**src/rtl/fft_r22sdf_twmul_s3.sv**
```systemverilog
// Stage-3 twiddle multiplier for the radix-2^2 SDF FFT: ROM addressing, Q9 complex multiply, round/saturate.
// Optional macro FFT_TWMUL_ROUND_EN selects round-half-up before the shift; otherwise the result is truncated.
module fft_r22sdf_twmul_s3 #(
  parameter int DW      = 16,
  parameter int TW      = 10,
  parameter int TW_FRAC = 9
) (
  input  logic                 clk,
  input  logic                 rst_n,
  input  logic signed [DW-1:0] din_re,
  input  logic signed [DW-1:0] din_im,
  input  logic                 din_vld,
  input  logic                 din_sync,
  output logic [3:0]           addr,
  output logic                 addr_vld,
  input  logic signed [TW-1:0] tf_re,
  input  logic signed [TW-1:0] tf_im,
  output logic signed [DW-1:0] dout_re,
  output logic signed [DW-1:0] dout_im,
  output logic                 dout_vld
);

  localparam int PW = DW + TW;
  localparam int SW = PW + 1;
`ifdef FFT_TWMUL_ROUND_EN
  localparam logic [SW-1:0] RND = SW'(1) << (TW_FRAC - 1);
`else
  localparam logic [SW-1:0] RND = '0;
`endif

  logic [3:0]           cnt;
  logic signed [DW-1:0] ar, ai;
  logic                 v1, v2;
  logic signed [PW-1:0] p_rr, p_ii, p_ri, p_ir;
  logic signed [SW-1:0] re_sum, im_sum, re_shf, im_shf;

  // A sync-qualified sample takes index 0 regardless of the counter.
  assign addr     = (din_vld && din_sync) ? 4'd0 : cnt;
  assign addr_vld = din_vld;

  function automatic logic [DW-1:0] sat(input logic signed [SW-1:0] x);
    if (&x[SW-1:DW-1] || ~|x[SW-1:DW-1])
      sat = {x[DW-1], x[DW-2:0]};
    else if (x[SW-1])
      sat = {1'b1, {(DW-1){1'b0}}};
    else
      sat = {1'b0, {(DW-1){1'b1}}};
  endfunction

  always_comb begin
    re_sum = {p_rr[PW-1], p_rr} - {p_ii[PW-1], p_ii} + RND;
    im_sum = {p_ri[PW-1], p_ri} + {p_ir[PW-1], p_ir} + RND;
    re_shf = re_sum >>> TW_FRAC;
    im_shf = im_sum >>> TW_FRAC;
  end

  always_ff @(posedge clk) begin
    if (!rst_n) begin
      cnt      <= '0;
      ar       <= '0;
      ai       <= '0;
      v1       <= 1'b0;
      v2       <= 1'b0;
      p_rr     <= '0;
      p_ii     <= '0;
      p_ri     <= '0;
      p_ir     <= '0;
      dout_re  <= '0;
      dout_im  <= '0;
      dout_vld <= 1'b0;
    end else begin
      if (din_vld) begin
        cnt <= addr + 4'd1;
        ar  <= din_re;
        ai  <= din_im;
      end
      v1 <= din_vld;
      // The ROM output arrives together with the stage-A data.
      if (v1) begin
        p_rr <= PW'(ar) * PW'(tf_re);
        p_ii <= PW'(ai) * PW'(tf_im);
        p_ri <= PW'(ar) * PW'(tf_im);
        p_ir <= PW'(ai) * PW'(tf_re);
      end
      v2 <= v1;
      if (v2) begin
        dout_re <= sat(re_shf);
        dout_im <= sat(im_shf);
      end
      dout_vld <= v2;
    end
  end

endmodule
```
**config.mk**
```make
export PLATFORM = sky130hd
export DESIGN_NAME = fft_r22sdf_twmul_s3
export DESIGN_NICKNAME = d
export VERILOG_FILES = /design/src/rtl/fft_r22sdf_twmul_s3.sv
export SDC_FILE = /design/constraint.sdc
export NUM_CORES = 2
export LEC_CHECK = 0
export CAP_MARGIN = 0
export CORE_ASPECT_RATIO = 0.6
export CORE_MARGIN = 4
export CORE_UTILIZATION = 55
export CTS_BUF_LIST = sky130_fd_sc_hd__clkbuf_4
export DETAILED_ROUTE_END_ITERATION = 16
export PLACE_DENSITY_LB_ADDON = 0.2
export SYNTH_ARGS = -nofsm -noshare
export SYNTH_HDL_FRONTEND = slang
export SYNTH_SLANG_ARGS = --single-unit
```
**constraint.sdc**
```tcl
create_clock -name clk -period 7.12 [get_ports clk]
set_input_delay 2.136 -clock clk [delete_from_list [all_inputs] [get_ports clk]]
set_output_delay 2.136 -clock clk [all_outputs]
set_load 0.1 [all_outputs]
```
==> impl_metrics.tcl <==
set metrics [dict create \
    async_flop_share_pct 0 \
    synth_top_area_share_pct 35.3 \
    crit_path_top_delay_cell "fa_1" \
    setup_viol 0 \
    critPathMostFrequentCell "fa_1" \
    final_max_slew_viol_count 0 \
    syn_area_per_cell_sq_um 8.56 \
    crit_fanout 5 \
    hpwl_mm 67.7 \
    grt-ovfl-total 0 \
    synth.distinct_cells 71 \
    hold_violations 0 \
    grt_max_degree 58 \
    power.density_nw_per_um2 273 \
    totalWireLength_mm 85.4 \
    clk_latency_ns 0.77 \
    yosys_warnings 0 \
    area_delta_synth_final_pct 17.8 \
    fin_area_sq_um 37200 \
    finClkSkew_ns 0.0418 \
    grt_pass1_vias 24200 \
    end_kind "flop" \
    drive_above_1_share_pct 13.5 \
    placed_area_sq_um 36000 \
    crit_type "input port to flop" \
    nNetsFinal 4959 \
    ctsHoldBuffers 0 \
    clk_pin_slew_ns 0.20 \
    max-vdd-ir-drop_uv 188 \
    yosysSeqAreaShare_pct 11.1 \
    cts_buffers 17 \
    firstDrtPassIters 5 \
    track_usage_pct 27.8 \
    cp_cell_sequence "dlymetal6s2s_1 -> buf_12 -> and2_1 -> fa_1 -> inv_1 -> fa_1 -> inv_1 -> fa_1 -> fa_1 -> inv_1 -> fa_1 -> inv_1 -> ha_4 -> and3_1 -> o21ai_0 -> o21ai_1 -> buf_4 -> o2111ai_4 -> a21oi_2 -> o21ai_2 -> o31a_1 -> mux2i_1 -> buf_4 -> a31o_2" \
    clock.fmax_ghz 0.143 \
    num_vias 25400 \
    nFillCells 4713 \
    finalCriticalPeriod_ns 6.97 \
    synthFlopType "dfxtp_1" \
    die_area_sq_um 61300 \
    synth_largest_area_cell "fa_1" \
    tightestPinTransition_ns 1.01 \
    htree_levels 4 \
    synth_most_common_cell "inv_1" \
    drt.antenna.violating_nets 0 \
    core_area_sq_um 56300 \
    syn-cell-area_sq_um 31500 \
    routedWlPerCell_microns 17.7 \
    root_buffer "clkbuf_4" \
    critical_path.max_stage_delay_ns 0.52 \
    drtIter0Drc 2146 \
    timing.final.ws_setup_ns 0.150 \
    reg2reg_slack_ns 1.00 \
    dieHeight_microns 193 \
    yosys-top-cells-count "789 x inv_1, 556 x fa_1, 448 x nand2_1" \
    drc 0 \
    viasPerCell 5.26 \
    pre_cts_ws_ns -1.01 \
    grt_pass1_wl_mm 134 \
    drv_cap 0 \
    cts_buffer_depth 2 \
    start_util_pct 56.0 \
    fin_util_pct 66.0 \
    cp.required_ns 7.79 \
    pin_count 94 \
    syn_nets 4592 \
    rows 67 \
    cts_tree "built" \
    startpoint_type "input port" \
    outcome "completed" \
    synth_area_leaders "fa_1 35%, ha_1 12%, dfxtp_1 11%" \
    hold_path.class "flop to flop" \
    place_congestion 0.911 \
    cts.sink_count 175 \
    slew_headroom_pct 32.4 \
    fin_crit_sh_pct 97.9 \
    port_buffers 93 \
    crit_arrival_ns 7.64 \
    ys_ff_latch 175 \
    synth_edf_count 0 \
    grt_antenna_before_repair 4 \
    p_leak_uw 0.0191 \
    synth_cells 3685 \
    die_w_microns 317 \
]
## flip-flops by register name, indices dropped and copies added, names as in the netlist
register  flops
dout_re      16
dout_vld      1
cnt           4
dout_im      16
p_rr         26
v1            1
ai           16
v2            1
p_ri         26
p_ii         26
ar           16
p_ir         26
## worst max-delay path: cells and delay by family
| family | cells | cell delay (ns) |
|---|---|---|
| simple gates | 2 | 0.36 |
| compound gates | 7 | 1.25 |
| fa+ha+maj | 6 | 2.77 |
| buf+inv | 8 | 0.99 |
| mux | 1 | 0.12 |
## kinds of logic after synthesis
group                    synth area share (%)
adder cells (fa/ha/maj)                  47.0
AND/OR/NAND/NOR                          15.8
XOR/XNOR                                 3.39
buffers and inverters                    11.5
multiplexers                             3.28
flip-flops                               11.1
AO/OA/AOI/OAI                            7.89
## report_power, final
part           switching (uW)  leakage, uW  internal (uW)
clock network             511     0.000164            170
registers                 194      0.00143           1160
logic                    4370       0.0175           3750
## worst paths after layout
kind,start,to,cells past startpoint
worst max-delay path,tf_re[5],p_ir[22],24
worst max register to register,ai[3],p_ii[24],19
worst min-delay path,p_rr[0],p_rr[0],2
worst min register to register,p_rr[0],p_rr[0],2
## routing by layer
metal	global-route usage (%)	vias to the layer above	wire length (microns)
met5	0	-	9
met4	4.80	2	1610
met3	7.79	78	8770
met2	38.5	927	34900
met1	43.6	12400	40100
li1	-	12000	-
## stage by stage
stage / hold WS, ns / std cells / TNS, ns / total power (uW)
global route: 0.494 / 4825 / -0.0294 / 11100
CTS: 0.480 / 4800 / 0 / 9850
finish: 0.482 / 4825 / 0 / 10200
detailed placement: 0.457 / 4765 / -35.45 / 9090
floorplan: 0.429 / 3685 / -0.0423 / 6070
global placement: 0.448 / 4765 / -32.46 / 8990
## cell usage in the layout, fill, tap and decap left out, types with 7 or more instances in the layout
master,instances
xnor2_1,102
clkbuf_4,17
o21a_1,13
and3_1,7
o21bai_1,12
inv_1,788
nor2b_1,10
nand2b_1,23
a21o_1,42
nand2_1,445
o211ai_1,12
and2_1,232
buf_12,25
o21ai_1,7
a21oi_1,107
or3_1,14
ha_4,7
dlymetal6s2s_1,15
nor2_1,248
nand3_1,31
a211oi_1,18
mux2i_1,99
a21oi_2,9
xor2_1,19
fa_2,11
dfxtp_1,174
ha_1,287
nor3_1,24
clkbuf_16,7
buf_6,13
buf_4,384
nand4_1,14
fa_1,545
clkdlybuf4s50_1,68
a31oi_1,21
o21ai_0,77
## cell type report
| class | instances | area [sq um] | share of cell area, % |
|---|---|---|---|
| timing repair buffer | 519 | 4630 | 12.5 |
| inverter | 791 | 2970 | 8.00 |
| multi-input combinational | 2548 | 24800 | 66.7 |
| antenna | 1 | 2.50 | 0.00674 |
| clock buffer | 17 | 128 | 0.344 |
| sequential | 175 | 3510 | 9.44 |
| clock inverter | 15 | 186 | 0.502 |
| tap | 759 | 950 | 2.56 |
## repair_timing
action / in CTS / in global routing
gates cloned: 0 / 7
buffers inserted: 3 / 17
endpoints found under the setup margin: 13 / 37
pin swaps: 3 / 59
hold endpoints to repair: 0 / 0
resized for setup: 16 / 100
Power figures use the tool's default switching activity.
